`src/rtl/mem_access_unit_if.sv`:
```
// Data-memory bus between the MEM-stage access unit (master) and the data memory (slave).
// Handshake: mem_req is held with stable mem_we/addr/be/wdata until the cycle mem_ready=1.
interface mem_access_unit_if #(
    parameter int ADDR_W = 12
);
    logic              mem_req;
    logic              mem_we;
    logic [ADDR_W-1:0] mem_addr;
    logic [3:0]        mem_be;
    logic [31:0]       mem_wdata;
    logic [31:0]       mem_rdata;
    logic              mem_ready;

    modport master (
        output mem_req, mem_we, mem_addr, mem_be, mem_wdata,
        input  mem_rdata, mem_ready
    );

    modport slave (
        input  mem_req, mem_we, mem_addr, mem_be, mem_wdata,
        output mem_rdata, mem_ready
    );
endinterface

```
`src/rtl/mem_access_unit.sv`:
```
// MEM-stage data-memory access: aligns stores, runs the req/ready handshake with a timeout,
// extends loads, stalls the pipeline until completion and flags faulted accesses.
module mem_access_unit #(
    parameter int ADDR_W  = 12,
    parameter int TIMEOUT = 16
) (
    input  logic              CLK,
    input  logic              RSTn,
    input  logic              MemRead,
    input  logic              MemWrite,
    input  logic [3:0]        BE,
    input  logic [2:0]        funct3,
    input  logic [31:0]       addr,
    input  logic [31:0]       wdata,
    mem_access_unit_if.master mem,
    output logic              stall,
    output logic [31:0]       load_data,
    output logic              done,
    output logic              err,
    output logic [1:0]        state_dbg
);
    localparam int CW = $clog2(TIMEOUT + 1);

    typedef enum logic [1:0] {IDLE = 2'd0, ACCESS = 2'd1, DONE = 2'd2} state_t;

    state_t        state;
    logic [CW-1:0] cnt;
    logic [1:0]    off_q;
    logic [2:0]    f3_q;
    logic          store_q;
    logic          req;
    logic          legal;
    logic [31:0]   lane;
    logic [31:0]   ext;
    logic          unused_addr;

    assign req         = MemWrite | MemRead;
    assign unused_addr = ^addr[31:ADDR_W+2];
    assign state_dbg   = state;

    // Reset gates stall so an abandoned access releases the pipeline immediately.
    assign stall = RSTn & (((state == IDLE) & req) | (state == ACCESS));

    always_comb begin
        legal = 1'b0;
        case (funct3)
            3'b000:  legal = 1'b1;
            3'b100:  legal = ~MemWrite;
            3'b001:  legal = ~addr[0];
            3'b101:  legal = ~MemWrite & ~addr[0];
            3'b010:  legal = (addr[1:0] == 2'b00);
            default: legal = 1'b0;
        endcase
    end

    assign lane = mem.mem_rdata >> {off_q, 3'b000};

    always_comb begin
        case (f3_q)
            3'b000:  ext = {{24{lane[7]}}, lane[7:0]};
            3'b100:  ext = {24'h0, lane[7:0]};
            3'b001:  ext = {{16{lane[15]}}, lane[15:0]};
            3'b101:  ext = {16'h0, lane[15:0]};
            default: ext = lane;
        endcase
    end

    always_ff @(posedge CLK or negedge RSTn) begin
        if (!RSTn) begin
            state         <= IDLE;
            cnt           <= '0;
            off_q         <= 2'b00;
            f3_q          <= 3'b000;
            store_q       <= 1'b0;
            mem.mem_req   <= 1'b0;
            mem.mem_we    <= 1'b0;
            mem.mem_addr  <= '0;
            mem.mem_be    <= 4'h0;
            mem.mem_wdata <= 32'h0;
            load_data     <= 32'h0;
            done          <= 1'b0;
            err           <= 1'b0;
        end else begin
            case (state)
                IDLE: begin
                    done <= 1'b0;
                    err  <= 1'b0;
                    if (req) begin
                        off_q   <= addr[1:0];
                        f3_q    <= funct3;
                        store_q <= MemWrite;
                        if (legal) begin
                            mem.mem_req   <= 1'b1;
                            mem.mem_we    <= MemWrite;
                            mem.mem_addr  <= addr[ADDR_W+1:2];
                            mem.mem_be    <= BE << addr[1:0];
                            mem.mem_wdata <= wdata << {addr[1:0], 3'b000};
                            cnt           <= CW'(1);
                            state         <= ACCESS;
                        end else begin
                            load_data <= 32'h0;
                            done      <= 1'b1;
                            err       <= 1'b1;
                            state     <= DONE;
                        end
                    end
                end
                ACCESS: begin
                    // A ready on the final allowed cycle still counts as success.
                    if (mem.mem_ready || (cnt == CW'(TIMEOUT))) begin
                        mem.mem_req   <= 1'b0;
                        mem.mem_we    <= 1'b0;
                        mem.mem_addr  <= '0;
                        mem.mem_be    <= 4'h0;
                        mem.mem_wdata <= 32'h0;
                        load_data     <= (mem.mem_ready && !store_q) ? ext : 32'h0;
                        err           <= ~mem.mem_ready;
                        done          <= 1'b1;
                        state         <= DONE;
                    end else begin
                        cnt <= cnt + CW'(1);
                    end
                end
                DONE: begin
                    done  <= 1'b0;
                    err   <= 1'b0;
                    state <= IDLE;
                end
                default: state <= IDLE;
            endcase
        end
    end
endmodule

```
`src/flat_wrapper.sv`:
```
// flat-port wrapper written by rule: the top's interface ports become plain ports
module mem_access_unit_flat 
#(
    parameter int ADDR_W  = 12,
    parameter int TIMEOUT = 16
)
  (CLK, RSTn, MemRead, MemWrite, BE, funct3, addr, wdata, stall, load_data, done, err, state_dbg, mem_mem_req, mem_mem_we, mem_mem_addr, mem_mem_be, mem_mem_wdata, mem_mem_rdata, mem_mem_ready);
  mem_access_unit_if #(.ADDR_W(ADDR_W)) mem_i ();
  input  logic CLK;
  input  logic RSTn;
  input  logic MemRead;
  input  logic MemWrite;
  input  logic [3:0] BE;
  input  logic [2:0] funct3;
  input  logic [31:0] addr;
  input  logic [31:0] wdata;
  output logic stall;
  output logic [31:0] load_data;
  output logic done;
  output logic err;
  output logic [1:0] state_dbg;
  output wire logic [$bits(mem_i.mem_req)-1:0] mem_mem_req;
  output wire logic [$bits(mem_i.mem_we)-1:0] mem_mem_we;
  output wire logic [$bits(mem_i.mem_addr)-1:0] mem_mem_addr;
  output wire logic [$bits(mem_i.mem_be)-1:0] mem_mem_be;
  output wire logic [$bits(mem_i.mem_wdata)-1:0] mem_mem_wdata;
  input wire logic [$bits(mem_i.mem_rdata)-1:0] mem_mem_rdata;
  input wire logic [$bits(mem_i.mem_ready)-1:0] mem_mem_ready;
  assign mem_mem_req = mem_i.mem_req;
  assign mem_mem_we = mem_i.mem_we;
  assign mem_mem_addr = mem_i.mem_addr;
  assign mem_mem_be = mem_i.mem_be;
  assign mem_mem_wdata = mem_i.mem_wdata;
  assign mem_i.mem_rdata = mem_mem_rdata;
  assign mem_i.mem_ready = mem_mem_ready;
  mem_access_unit #(.ADDR_W(ADDR_W), .TIMEOUT(TIMEOUT)) u_core (.CLK(CLK), .RSTn(RSTn), .MemRead(MemRead), .MemWrite(MemWrite), .BE(BE), .funct3(funct3), .addr(addr), .wdata(wdata), .mem(mem_i), .stall(stall), .load_data(load_data), .done(done), .err(err), .state_dbg(state_dbg));
endmodule
```
`config.mk`:
```
export PLATFORM = sky130hd
export DESIGN_NAME = mem_access_unit_flat
export DESIGN_NICKNAME = d
export VERILOG_FILES = /design/src/rtl/mem_access_unit_if.sv /design/src/rtl/mem_access_unit.sv /design/src/flat_wrapper.sv
export SDC_FILE = /design/constraint.sdc
export NUM_CORES = 1
export LEC_CHECK = 0
export CAP_MARGIN = 20
export CORE_MARGIN = 2
export CORE_UTILIZATION = 30
export DETAILED_ROUTE_END_ITERATION = 8
export PLACE_DENSITY_LB_ADDON = 0.15
export REMOVE_ABC_BUFFERS = 1
export SETUP_SLACK_MARGIN = 0.4
export SYNTH_ARGS = -nofsm -noshare
export SYNTH_HDL_FRONTEND = slang
export SYNTH_SLANG_ARGS = --single-unit
```
`constraint.sdc`:
```
create_clock -name CLK -period 2.39 [get_ports CLK]
set_clock_uncertainty 0.1 [all_clocks]
set_input_delay 0.239 -clock CLK [delete_from_list [all_inputs] [get_ports CLK]]
set_output_delay 0.239 -clock CLK [all_outputs]
set_load 0.05 [all_outputs]
```
==> results of run 1 <==
==> layer usage <==
| metal | GRT usage [%] | wire, um | up-vias |
|---|---|---|---|
| met2 | 27.3 | 6930 | 162 |
| met5 | 0 | 30 | - |
| met4 | 4.97 | 176 | 4 |
| met1 | 22.1 | 6900 | 2180 |
| li1 | - | - | 2165 |
| met3 | 7.03 | 1460 | 15 |
==> registers in the layout, indices dropped and copies added (netlist names), 2 cells and up <==
name,count
u_core.cnt,5
u_core.mem.mem_be,4
u_core.mem.mem_addr,12
u_core.state_dbg,2
u_core.mem.mem_wdata,32
u_core.off_q,2
u_core.f3_q,3
u_core.load_data,32
==> critical path, stage by stage (launching register included) <==
cell and delay [ns]:
dfrtp_2 0.45, inv_2 0.09, ha_4 0.17, o21ai_1 0.09, buf_4 0.16, a21boi_2 0.14
buf_4 0.14, buf_12 0.12
==> repair_timing <==
action | in CTS | in global routing
gates resized for setup | 15 | 9
pin swaps | 2 | 4
hold buffers | 1 | 0
buffers inserted | 5 | 7
endpoints found under the hold margin | 97 | 0
endpoints found under the setup margin | 86 | 56
==> area by class of cell <==
class	instances	area [um^2]	area share [%]
clock buffer	11	253	3.21
inverter	6	26.3	0.334
multi-input combinational	328	2570	32.7
timing repair buffer	228	2240	28.5
clock inverter	3	65.1	0.827
sequential	97	2430	30.9
tap	220	275	3.50
==> worst max path at each step <==
stage                                                from                             endpoint  slack, ns  cells after the start
after floorplan           u_core.state_dbg[0]$_DFFE_PN0P_   u_core.mem.mem_addr[0]$_DFFE_PN0P_      -1.72                      6
after global placement                          funct3[0]  u_core.mem.mem_wdata[5]$_DFFE_PN0P_      -0.07                      7
after global routing      u_core.state_dbg[0]$_DFFE_PN0P_                                stall       0.30                      7
final                     u_core.state_dbg[0]$_DFFE_PN0P_                                stall       0.35                      7
after CTS                 u_core.state_dbg[0]$_DFFE_PN0P_                         state_dbg[0]       0.34                      2
after detailed placement                        funct3[0]  u_core.mem.mem_wdata[4]$_DFFE_PN0P_      -0.10                      7
==> report_power, final <==
group	internal [mW]	switching, mW	leakage, nW
Combinational	2.24	3.31	1.94
Sequential	2.19	0.356	1.27
Clock	0.961	0.614	0.157
==> cell usage after synthesis (3+ instances only) <==
cell / instances
o22ai_1: 3
ha_1: 5
nor2b_1: 29
clkbuf_1: 25
a21oi_1: 12
buf_2: 3
nand3_1: 5
mux2_2: 30
a32o_1: 9
buf_1: 8
a211o_1: 10
dfrtp_1: 97
o21ai_1: 3
mux2i_1: 34
o2bb2ai_1: 31
o21ai_0: 30
nand2_1: 41
inv_1: 6
a22o_1: 43
nor2_1: 8
==> per-stage QoR <==
step	instance area (um^2)	setup slack [ns]	cells	util [%]	total power, mW
after detailed placement	7390	-0.103	866	44.6	7.95
after global routing	7870	0.297	893	47.4	10.2
after CTS	7780	0.344	886	46.9	9.66
after floorplan	4960	-1.72	431	-	5.89
after global placement	7390	-0.0714	866	44.6	7.90
final	7870	0.348	893	47.4	9.67
==> cell families after synthesis <==
kind of cell             share of synthesized area (%)
multiplexers                                      13.7
flip-flops                                        47.6
buffers and inverters                             3.16
AND/OR/NAND/NOR                                   10.4
AO/OA/AOI/OAI                                     23.9
adder cells (fa/ha/maj)                           1.23
==> flow_summary.yaml, run 1 <==
min_path:
  holdPathStages: 4
  hold_start: "MemWrite"
  worstHoldEndpoint: "u_core.store_q$_DFFE_PN0P_"
  hp-class: "in2reg"
sta:
  finalMaxSlewViolations: 0
  tightest_slew_ns: 0.845
  setup_viol: 0
  fmax_ghz: 0.490
  rsz0062_at_grt: "true"
  final.min_clock_period_ns: 2.04
  hold_slack_ns: 0.222
  setup-tns-final_ns: 0
  post-route-period-util_pct: 85.4
  slew_headroom_pct: 43.6
  hold_viol: 0
grt:
  grt-ovfl-total: 0
  antenna_found_initial: 2
  track_usage_pct: 17.4
  grt_pass1_vias: 4564
  grt_pass1_wl_um: 24700
  grt_max_degree: 98
routing:
  drcViolationCount: 0
  post_drt_wl_per_cell_um: 17.3
  vias: 4526
  drt-initial-drc-count: 305
  dr.pass1.iters: 6
  ant_nets: 0
  viasPerCell: 5.07
  routed_wirelength_um: 15500
critical_path:
  r2r_start: "u_core.state_dbg[1]$_DFFE_PN0P_"
  worst-setup-path-type: "reg2out"
  crit_arrival_ns: 1.70
  rrSetupSlack_ns: 0.43
  r2r-end: "u_core.cnt[1]$_DFFE_PN0P_"
  end_kind: "output pin"
  critPathLaunchType: "register"
  path_max_fanout: 4
  rr_worst_depth: 7
  worst_ep_required_time_ns: 2.05
cts:
  cts-htree-levels: 3
  path_clk_slew_ns: 0.06
  clkLatencyLatePin_ns: 0.35
  cts_tree: "done"
  cts_buffer_depth: 2
  cts_buffers: 9
  cts_sinks: 97
  clockRootBuffer: "clkbuf_16"
yosys:
  synth_top_area_share_pct: 47.6
  ys.flop_type: "dfrtp_1"
  syn_area_um2: 5100
  yosysTopAreaCell: "dfrtp_1"
  synthTopCellsByArea: "dfrtp_1, a22o_1, mux2i_1, mux2_2, o2bb2ai_1"
  synth-async-reset-ratio_pct: 100
  synth-seq-cells: 97
  synth-edff-count: 0
  seq_area_frac_synth_pct: 47.6
  ys_warn_count: 0
  syn_avg_cell_area_um2: 10.9
  synth_cell_types: 47
  netlist_instances: 467
layout:
  diodes: 0
  final_common_cell: "clkdlybuf4s50_1"
  layout-drive-gt1-share_pct: 17.8
  syn_to_final_growth_pct: 54.2
  fill_cells: 1550
  fin_nets: 783
  mostFrequentLayoutCells: "clkdlybuf4s50_1, dfrtp_1, buf_4"
pwr:
  power_density_nw_per_um2: 1230
  peakVddDrop_uv: 645
  p_leak_nw: 3.37
die:
  die-height_um: 134
  dieWidth_um: 134
  start_util_pct: 30.8
  boundaryPins: 195
  core.rowCount: 47
  die_area_um2: 18100
  core_area_um2: 16600
run_status:
  status: "completed"
place:
  routabilityCongestion: 0.811
  hpwl_um: 11100
  io_buffers: 176
job:
  max_cap_violations: 0
(Power assumes the default switching activity.)
==> run 2: changes to the inputs <==
- ABC_AREA: not set -> 1
==> run 2 against run 1 <==
Compared with the run above:
- register-to-register slack better by 0.12 ns
- synthesized area up 5.5%
- core utilization decreased by 1.3 points
- critical endpoint unchanged
- worst hold slack improved by 0.13 ns
- critical path depth shrank 1
- sequential cell count did not move
- largest power group unchanged
==> flow_summary.yaml, run 2 <==
grt:
  grt_pass1_vias: 4970
  grt_max_degree: 54
  grt-ovfl-total: 0
  antenna_found_initial: 0
  grt_pass1_wl_um: 26000
  track_usage_pct: 17.6
sta:
  rsz0062_at_grt: "true"
  setup_viol: 0
  tightest_slew_ns: 0.718
  post-route-period-util_pct: 80.6
  fmax_ghz: 0.519
  hold_viol: 0
  slew_headroom_pct: 52.1
  final.min_clock_period_ns: 1.93
  setup-tns-final_ns: 0
  finalMaxSlewViolations: 0
  setup_slack_ns: 0.463
critical_path:
  r2r_start: "u_core.state_dbg[1]$_DFFE_PN0P_"
  crit_family: "flip-flops"
  cp-startpoint: "u_core.state_dbg[1]$_DFFE_PN0P_"
  path_max_fanout: 5
  r2r-end: "u_core.mem.mem_wdata[29]$_DFFE_PN0P_"
  cp_num_buf_inv: 3
  rrSetupSlack_ns: 0.55
  rr_worst_depth: 8
  worst-setup-path-type: "reg2out"
  crit_slowest_cell: "dfrtp_1"
  worst_ep_required_time_ns: 2.05
  max_stage_delay_ns: 0.41
  critPathLaunchType: "register"
  end_kind: "output pin"
  crit_arrival_ns: 1.59
  path_cells: "inv_2, ha_4, nand2_4, buf_6, a21boi_4, buf_12"
yosys:
  yosysMostFrequentCell: "nand2_1"
  synth-seq-cells: 97
  netlist_instances: 722
  ys_warn_count: 0
  seq_area_frac_synth_pct: 45.1
  yosysTopAreaCell: "dfrtp_1"
  synth-edff-count: 0
  ys.flop_type: "dfrtp_1"
  synthTopCellsByCount: "nand2_1, o21ai_0, dfrtp_1"
  syn_avg_cell_area_um2: 7.46
  synthTopCellsByArea: "dfrtp_1, nand2_1, o21ai_0, inv_1, o211ai_1"
  synth_top_area_share_pct: 45.1
  synth-async-reset-ratio_pct: 100
  synth_cell_types: 33
  syn_area_um2: 5380
routing:
  post_drt_wl_per_cell_um: 15.2
  drt-initial-drc-count: 203
  routed_wirelength_um: 17000
  viasPerCell: 4.72
  vias: 5302
  ant_nets: 0
  drcViolationCount: 0
  dr.pass1.iters: 5
cts:
  cts_tree: "done"
  path_clk_slew_ns: 0.07
  clkLatencyLatePin_ns: 0.35
  clockRootBuffer: "clkbuf_16"
  cts_buffer_depth: 2
  cts_sinks: 97
  cts_buffers: 9
  cts-htree-levels: 3
layout:
  fin_nets: 1006
  reg_top3: "u_core.load_data x32, u_core.mem.mem_wdata x32, u_core.mem.mem_addr x12"
  diodes: 0
  mostFrequentLayoutCells: "nand2_1, clkdlybuf4s50_1, o21ai_0"
  layout-drive-gt1-share_pct: 10.4
  post-route-util_pct: 46.1
  finalNonFillerCells: 1123
  syn_to_final_growth_pct: 49.3
  final_common_cell: "nand2_1"
job:
  max_cap_violations: 0
min_path:
  hp-class: "in2reg"
  holdPathStages: 3
  worstHoldEndpoint: "u_core.mem.mem_addr[9]$_DFFE_PN0P_"
  hold_start: "addr[11]"
pwr:
  seq_power_share_pct: 24.6
  swShare_pct: 47.9
  intPower_mw: 5.42
  peakVddDrop_uv: 551
  clkPwrFrac_pct: 16.3
  power_density_nw_per_um2: 1290
  power_frac_comb_pct: 59.1
  switchingPower_mw: 4.98
  design_power_total_mw: 10.4
  p_leak_nw: 3.69
place:
  hpwl_um: 11300
  routabilityCongestion: 0.773
  dp.cells: 1093
  pre_cts_ws_ns: 0.211
  io_buffers: 176
die:
  die-height_um: 138
  boundaryPins: 195
  die_area_um2: 19000
  core_area_um2: 17400
  start_util_pct: 30.9
  dieWidth_um: 138
  core.rowCount: 48
run_status:
  status: "completed"
==> run 2: cell count changes after synthesis, moves of 19 or more <==
cell and change:
a22o_1 -36, buf_2 +19, inv_1 +43, mux2_2 -30
mux2i_1 -34, nand2_1 +227, nand3_1 +23, nor2b_1 -29
o211ai_1 +22, o21ai_0 +69, o2bb2ai_1 -31
==> run 2: worst reg2reg max path, cell delays in order (launching register included) <==
cell       delay (ns)
dfrtp_1          0.41
inv_2            0.12
ha_4             0.19
buf_4            0.12
nand2_1          0.23
nand2_8          0.24
clkbuf_16        0.22
nand2_1          0.06
o21ai_1          0.07
==> run 2: per-stage QoR <==
| stage | instance area, um^2 | hold WS, ns |
|---|---|---|
| 6_report | 8040 | 0.350 |
| 5_1_grt | 8040 | 0.352 |
| 4_1_cts | 7840 | 0.334 |
| 3_5_place_dp | 7380 | 0.348 |
| 3_3_place_gp | 7380 | 0.343 |
| 2_1_floorplan | 5130 | -0.157 |
==> run 2: how the worst max path moves through the flow <==
stage                                            to  slack, ns  depth (start not counted)
5_1_grt                                       stall       0.38                          6
2_1_floorplan                                 stall      -0.53                          3
3_3_place_gp   u_core.mem.mem_wdata[31]$_DFFE_PN0P_       0.25                          7
4_1_cts                                       stall       0.39                          6
3_5_place_dp   u_core.mem.mem_wdata[31]$_DFFE_PN0P_       0.21                          7
6_report                                      stall       0.46                          6
==> run 2: area by class of cell <==
class                      count  area [um^2]
multi-input combinational    522         2570
tap                          225          282
clock inverter                 7          119
clock buffer                   9          225
fill                        1769         9380
timing repair buffer         208         2190
inverter                      55          213
sequential                    97         2430
==> run 2: cell families after synthesis <==
family          Yosys count  share of synthesized area [%]
simple gates            341                           26.3
compound gates          175                           18.8
buf+inv                 104                           8.58
flops                    97                           45.1
fa+ha+maj                 5                           1.16
==> run 2: layer usage <==
metal / vias up / track usage (%) / share of wire, %
li1: 2698 / - / -
met1: 2430 / 23.6 / 46
met2: 159 / 27.2 / 44
met3: 15 / 5.23 / 7.9
met4: 0 / 5.95 / 1.5
met5: - / 0 / 0
==> run 2: power groups by stage <==
| stage | Combinational (mW) | Clock [mW] | Sequential [mW] |
|---|---|---|---|
| after CTS | 5.81 | 1.75 | 2.56 |
| after global placement | 5.64 | 0 | 2.58 |
| after global routing | 6.67 | 1.81 | 2.64 |
| after floorplan | 1.93 | 0 | 4.21 |
| final | 6.15 | 1.70 | 2.56 |
| after detailed placement | 5.68 | 0 | 2.56 |
==> run 2: what timing repair did <==
| item | CTS | global route |
|---|---|---|
| endpoints found under the hold margin | 44 | 0 |
| endpoints found under the setup margin | 41 | 73 |
| pin swaps | 0 | 3 |
| gates cloned | 1 | 4 |
| setup buffers | 1 | 7 |
| resized for setup | 15 | 11 |
| hold buffers | 1 | 0 |
